### src/rtl/dot_vec_serializer_pkg.sv
// Shared defaults, derived sizes and types for the dot-product vector serializer.
package dot_pkg;
  localparam int DATA_W    = 8;
  localparam int N         = 3;
  localparam int FRAME_LEN = 2 * N;
  localparam int IDX_W     = $clog2(FRAME_LEN);
  localparam int RES_W     = 2 * DATA_W + $clog2(N);

  typedef logic [DATA_W-1:0] elem_t;
  typedef elem_t [N-1:0]     vec_t;

  typedef enum logic {IDLE, SEND} state_t;
endpackage

### src/rtl/dot_vec_serializer_buf.sv
// Two-entry frame store (active + pending) for the serializer; exposes next-cycle active data.
module dot_vec_buf #(
  parameter int DATA_W = dot_pkg::DATA_W,
  parameter int N      = dot_pkg::N
) (
  input  logic                clk,
  input  logic                reset,
  input  logic                in_valid,
  input  logic [N*DATA_W-1:0] in_a,
  input  logic [N*DATA_W-1:0] in_b,
  output logic                in_ready,
  input  logic                advance,
  output logic                pend_valid,
  output logic [N*DATA_W-1:0] nxt_a,
  output logic [N*DATA_W-1:0] nxt_b
);
  import dot_pkg::*;

  logic [N*DATA_W-1:0] act_a, act_b, pend_a, pend_b;
  logic                accept;

  assign in_ready = !reset && !pend_valid;
  assign accept   = in_valid && in_ready;

  // When the active frame is released, pending has priority over a same-cycle arrival.
  always_comb begin
    nxt_a = act_a;
    nxt_b = act_b;
    if (advance) begin
      if (pend_valid) begin
        nxt_a = pend_a;
        nxt_b = pend_b;
      end else if (accept) begin
        nxt_a = in_a;
        nxt_b = in_b;
      end
    end
  end

  always_ff @(posedge clk) begin
    if (reset) begin
      pend_valid <= 1'b0;
    end else if (advance && pend_valid) begin
      pend_valid <= 1'b0;
    end else if (!advance && accept) begin
      pend_valid <= 1'b1;
    end
  end

  always_ff @(posedge clk) begin
    act_a <= nxt_a;
    act_b <= nxt_b;
    if (!advance && accept) begin
      pend_a <= in_a;
      pend_b <= in_b;
    end
  end
endmodule

### src/rtl/dot_vec_serializer.sv
// Serializes (a, b) vector pairs as a[0..N-1], b[0..N-1] with sof/eof markers.
// Optional macro DOT_REF_EN adds the registered reference dot product output ref_dot.
module dot_vec_serializer #(
  parameter int DATA_W = dot_pkg::DATA_W,
  parameter int N      = dot_pkg::N
) (
  input  logic                clk,
  input  logic                reset,
  input  logic                in_valid,
  output logic                in_ready,
  input  logic [N*DATA_W-1:0] in_a,
  input  logic [N*DATA_W-1:0] in_b,
  output logic [DATA_W-1:0]   dout,
  output logic                dout_valid,
  output logic                sof,
  output logic                eof
`ifdef DOT_REF_EN
  ,
  output logic [2*DATA_W+$clog2(N)-1:0] ref_dot
`endif
);
  import dot_pkg::*;

  localparam int FRAME_LEN = 2 * N;
  localparam int IDX_W     = $clog2(FRAME_LEN);

  state_t              state, state_nxt;
  logic [IDX_W-1:0]    idx, idx_nxt;
  logic                last, advance, accept, pend_valid;
  logic [N*DATA_W-1:0] nxt_a, nxt_b;
  logic [DATA_W-1:0]   dout_nxt;
  logic                dout_valid_nxt, sof_nxt, eof_nxt;

  assign last    = (state == SEND) && (idx == IDX_W'(FRAME_LEN - 1));
  assign advance = (state == IDLE) || last;
  assign accept  = in_valid && in_ready;

  dot_vec_buf #(.DATA_W(DATA_W), .N(N)) u_buf (
    .clk        (clk),
    .reset      (reset),
    .in_valid   (in_valid),
    .in_a       (in_a),
    .in_b       (in_b),
    .in_ready   (in_ready),
    .advance    (advance),
    .pend_valid (pend_valid),
    .nxt_a      (nxt_a),
    .nxt_b      (nxt_b)
  );

  always_ff @(posedge clk) begin
    if (reset) begin
      state <= IDLE;
      idx   <= '0;
    end else begin
      state <= state_nxt;
      idx   <= idx_nxt;
    end
  end

  always_comb begin
    state_nxt = state;
    idx_nxt   = idx;
    case (state)
      IDLE: begin
        idx_nxt = '0;
        if (accept) state_nxt = SEND;
      end
      SEND: begin
        if (last) begin
          idx_nxt = '0;
          if (!(pend_valid || accept)) state_nxt = IDLE;
        end else begin
          idx_nxt = idx + 1'b1;
        end
      end
      default: begin
        state_nxt = IDLE;
        idx_nxt   = '0;
      end
    endcase
  end

  // Outputs are computed from next-cycle state so that every port comes straight off a flop.
  always_comb begin
    int k;
    k              = int'(idx_nxt);
    dout_nxt       = '0;
    dout_valid_nxt = 1'b0;
    sof_nxt        = 1'b0;
    eof_nxt        = 1'b0;
    if (state_nxt == SEND) begin
      dout_valid_nxt = 1'b1;
      sof_nxt        = (k == 0);
      eof_nxt        = (k == FRAME_LEN - 1);
      if (k < N) dout_nxt = nxt_a[k*DATA_W +: DATA_W];
      else       dout_nxt = nxt_b[(k-N)*DATA_W +: DATA_W];
    end
  end

  always_ff @(posedge clk) begin
    if (reset) begin
      dout       <= '0;
      dout_valid <= 1'b0;
      sof        <= 1'b0;
      eof        <= 1'b0;
    end else begin
      dout       <= dout_nxt;
      dout_valid <= dout_valid_nxt;
      sof        <= sof_nxt;
      eof        <= eof_nxt;
    end
  end

`ifdef DOT_REF_EN
  localparam int RES_W = 2 * DATA_W + $clog2(N);

  function automatic logic [RES_W-1:0] dot_sum(input logic [N*DATA_W-1:0] a,
                                                input logic [N*DATA_W-1:0] b);
    logic [RES_W-1:0] acc;
    acc = '0;
    for (int i = 0; i < N; i++) begin
      acc = acc + RES_W'(a[i*DATA_W +: DATA_W]) * RES_W'(b[i*DATA_W +: DATA_W]);
    end
    return acc;
  endfunction

  // Loaded together with eof so the result appears on the frame's last beat.
  always_ff @(posedge clk) begin
    if (reset) ref_dot <= '0;
    else if (eof_nxt) ref_dot <= dot_sum(nxt_a, nxt_b);
  end
`endif
endmodule

### config.mk
export PLATFORM = sky130hd
export DESIGN_NAME = dot_vec_serializer
export DESIGN_NICKNAME = d
export VERILOG_FILES = /design/src/rtl/dot_vec_serializer_pkg.sv /design/src/rtl/dot_vec_serializer_buf.sv /design/src/rtl/dot_vec_serializer.sv
export SDC_FILE = /design/constraint.sdc
export NUM_CORES = 1
export LEC_CHECK = 0
export BUFFER_PORTS_ARGS = -buffer_cell sky130_fd_sc_hd__clkbuf_2
export CAP_MARGIN = 20
export CELL_PAD_IN_SITES_DETAIL_PLACEMENT = 1
export CELL_PAD_IN_SITES_GLOBAL_PLACEMENT = 1
export CORE_ASPECT_RATIO = 1.75
export CORE_MARGIN = 5
export CORE_UTILIZATION = 25
export CTS_CLUSTER_DIAMETER = 200
export DETAILED_ROUTE_END_ITERATION = 16
export GPL_TIMING_DRIVEN = 0
export HOLD_SLACK_MARGIN = 0.03
export PLACE_DENSITY_LB_ADDON = 0.1
export SLEW_MARGIN = 30
export SYNTH_ARGS = -nofsm -noshare
export SYNTH_HDL_FRONTEND = slang
export SYNTH_SLANG_ARGS = --single-unit
### constraint.sdc
create_clock -name clk -period 10.8 [get_ports clk]
set_input_delay 1.08 -clock clk [delete_from_list [all_inputs] [get_ports clk]]
set_output_delay 1.08 -clock clk [all_outputs]
set_load 0.02 [all_outputs]
==> metrics <==
Syn Area/Cell=10.6 µm²; area of the mapped netlist=4730 µm²; clock power share=34.0%; Seq cells post-synth=111; register share of total power=49.0%; Max Cap Viol=0; final wirelength=roughly 16,000 µm; CTS Buf Count=9; P_int=794 µW; CP Data Arrival Time=2720 ps; critical path class=flip-flop to primary output; status=complete, no violations; met2 usage=27.5%; Starting DRT DRC Count=175; hold path start=u_buf.act_b[14]$_DFF_P_; Post-synth EDFFs=48; Die Ht=192 µm; Cells after Synth=447; RSZ-0062 raised after global routing=no; worst r2r src=u_buf.pend_valid$_SDFFE_PP0P_; cts-stage hold buffer count=0; Chip Width=114 µm; Final ANT Viol Nets=0; DRC=0; HPWL Detailed=roughly 13,000 µm; Initial Utilization=~25%; Seq/Total Area, Yosys=57.2%; commonest non-fill, non-tap cell in the layout=a22oi_1; number of fill cells in the layout=2,119; Combinational Power Share=17.0%; FF-to-FF End=u_buf.pend_b[13]$_DFFE_PP_; Vias/cell=5.21; GP Congestion=approximately 0.84; worst-margin pin slew=658 ps; # IOs=63; P_sw=315 µW; CP max-delay cell=clkbuf_1; final worst path period share=35.2%; Critical Path Source Type=flip-flop; Leak Pwr=2.07 nW; crit path cell chain=clkbuf_1 > clkbuf_1 > clkbuf_1 > clkbuf_1 > nor2_1 > clkbuf_2; Core Area=18,600 µm²; CP max FO=10; vias in the first global route=roughly 4,100; CTS tree=done; area leader, netlist=edfxtp_1; Setup TNS=0 ps; die area=21,900 µm²; HP Class=flip-flop to flip-flop; top-area cell type share of the netlist area=30.5%; ys flop type=dfxtp_1; via count=between 4,000 and 5,000; PortBufs=62; largest net degree at the start of global routing=18; final worst path period need=3800 ps; Worst EP required=slightly below 10,000 ps; async set-reset flop share out of synthesis=0%; CTS sink count=approximately 110; layout cell share with drive strength beyond 1=17.5%; Max Fclk=0.263 GHz; fin nets=between 500 and 600; setup repair bufs after CTS=0; Max Slew Vio Count=0; CP peak stage delay=520 ps; number of library cell types mapped by synthesis=37; Avg WL per Cell=21.4 µm; Total GRT Usage=15.5%; worst reg2reg setup slack=7460 ps; CTS H-tree lvls=3; Post-Syn Nets=between 500 and 600; Final Util=between 30% and 40%; maximum vdd drop=0.0781 mV; worst hold path cell count=2; gr ovfl total=0; Worst slew margin=between 50% and 60%; First-pass DRT Iterations=5; largest cells by area after synthesis=edfxtp_1 30%, dfxtp_1 27%, a22oi_1 12%; global-route met1 utilization=18.2%; sw frac=28.4%; Clock Skew=~11 ps; initial antenna violation count=0; endpoints failing hold=0; most frequent cells in the layout=78 x a22oi_1, 63 x dfxtp_1, 62 x clkbuf_2; worst skew pair latency=~370 ps; clock buffer depth=2; Pwr Density=194 nW/µm²; final setup fails=0; CTS resizes=0; Power Total=1.11 mW; # rows=66; first-pass GRT wire length=25,100 µm; most used cell, CP=clkbuf_1; yosys warns=0; Clock transition at path regs=80 ps; Hold Crit Endpoint=u_buf.act_b[14]$_DFF_P_; R2R cell count=9; Root Buffer=clkbuf_16; gr busiest metal=met2; n_diodes=0; Setup crit end kind=primary output; GR Util met3=between 3 and 4%; area grow syn2layout=21.2%
-- per-layer routing --
layer	up-vias	share of wire, %
li1	1904	-
met1	2010	41
met2	78	53
met3	18	3.6
met4	0	2.3
met5	-	0
-- flip-flops by register name, indices dropped and copies added (netlist names), 3 cells and up --
name,count
dout,8
u_buf.act_a,24
u_buf.act_b,24
u_buf.pend_a,24
idx,3
u_buf.pend_b,24
-- worst max-delay path, delay by kind of cell (launching register included) --
| kind | cells | cell delay (ps) |
|---|---|---|
| buffers and inverters | 5 | 1930 |
| and+or+nand+nor | 1 | 100 |
| DFF | 1 | 320 |
-- synth_stat cells (2+ instances only) --
cell	number
buf_1	3
a21oi_1	7
nor4_1	7
nand3_1	35
nor2b_1	17
a32o_1	7
nand2b_1	3
nor2_1	9
o21ai_0	39
dfxtp_1	63
nand4_1	28
a22oi_1	78
nand2_1	12
and2_1	2
inv_1	7
a2111o_1	2
clkbuf_1	32
buf_2	5
and3_1	2
edfxtp_1	48
nor3_1	13
ha_1	6
a31oi_1	8
-- stage by stage --
stage                     instance area [µm²]  hold slack (ps)  cells  setup slack (ps)
after floorplan                          4730              425    447              5180
after global placement                   5340              437    747              2190
after detailed placement                 5400              445    754              6770
after CTS                                5730              458    770              6870
after global routing                     5730              488    770              6720
final                                    5730              463    770              7000
-- layout make-up --
cell class | instances | area (µm²) | area share (%)
Sequential cell | 111 | 2700 | 47.2
Multi-Input combinational cell | 287 | 1830 | 32.0
Timing Repair Buffer | 69 | 367 | 6.40
Tap cell | 238 | 298 | 5.20
Clock buffer | 11 | 253 | 4.41
Buffer | 41 | 168 | 2.93
Clock inverter | 5 | 80.1 | 1.40
Inverter | 8 | 30.0 | 0.524
-- how the worst max path moves through the flow --
| stage | slack [ps] | end | depth (start not counted) | from |
|---|---|---|---|---|
| 5_1_grt | 6720 | in_ready | 6 | u_buf.pend_valid$_SDFFE_PP0P_ |
| 2_1_floorplan | 5180 | u_buf.pend_a[0]$_DFFE_PP_ | 5 | reset |
| 3_5_place_dp | 6770 | u_buf.pend_b[10]$_DFFE_PP_ | 10 | reset |
| 6_report | 7000 | in_ready | 6 | u_buf.pend_valid$_SDFFE_PP0P_ |
| 3_3_place_gp | 2190 | u_buf.pend_b[10]$_DFFE_PP_ | 6 | reset |
| 4_1_cts | 6870 | in_ready | 6 | u_buf.pend_valid$_SDFFE_PP0P_ |
-- cells by family after synthesis --
| group | after synthesis | synth area share [%] |
|---|---|---|
| adder cells (fa/ha/maj) | 6 | 1.59 |
| XOR/XNOR | 1 | 0.185 |
| buffers and inverters | 49 | 4.18 |
| AND/OR/NAND/NOR | 132 | 15.3 |
| AO/OA/AOI/OAI | 147 | 21.4 |
| multiplexers | 1 | 0.212 |
| flip-flops | 111 | 57.2 |
-- power groups by stage --
stage | logic [mW] | registers [mW] | clock network [mW]
after global routing | 0.210 | 0.549 | 0.405
after global placement | 0.183 | 0.554 | 0
after CTS | 0.191 | 0.545 | 0.386
final | 0.189 | 0.544 | 0.377
after detailed placement | 0.191 | 0.555 | 0
after floorplan | 0.122 | 0.538 | 0
Note: power is estimated with default switching activity, not from simulation.
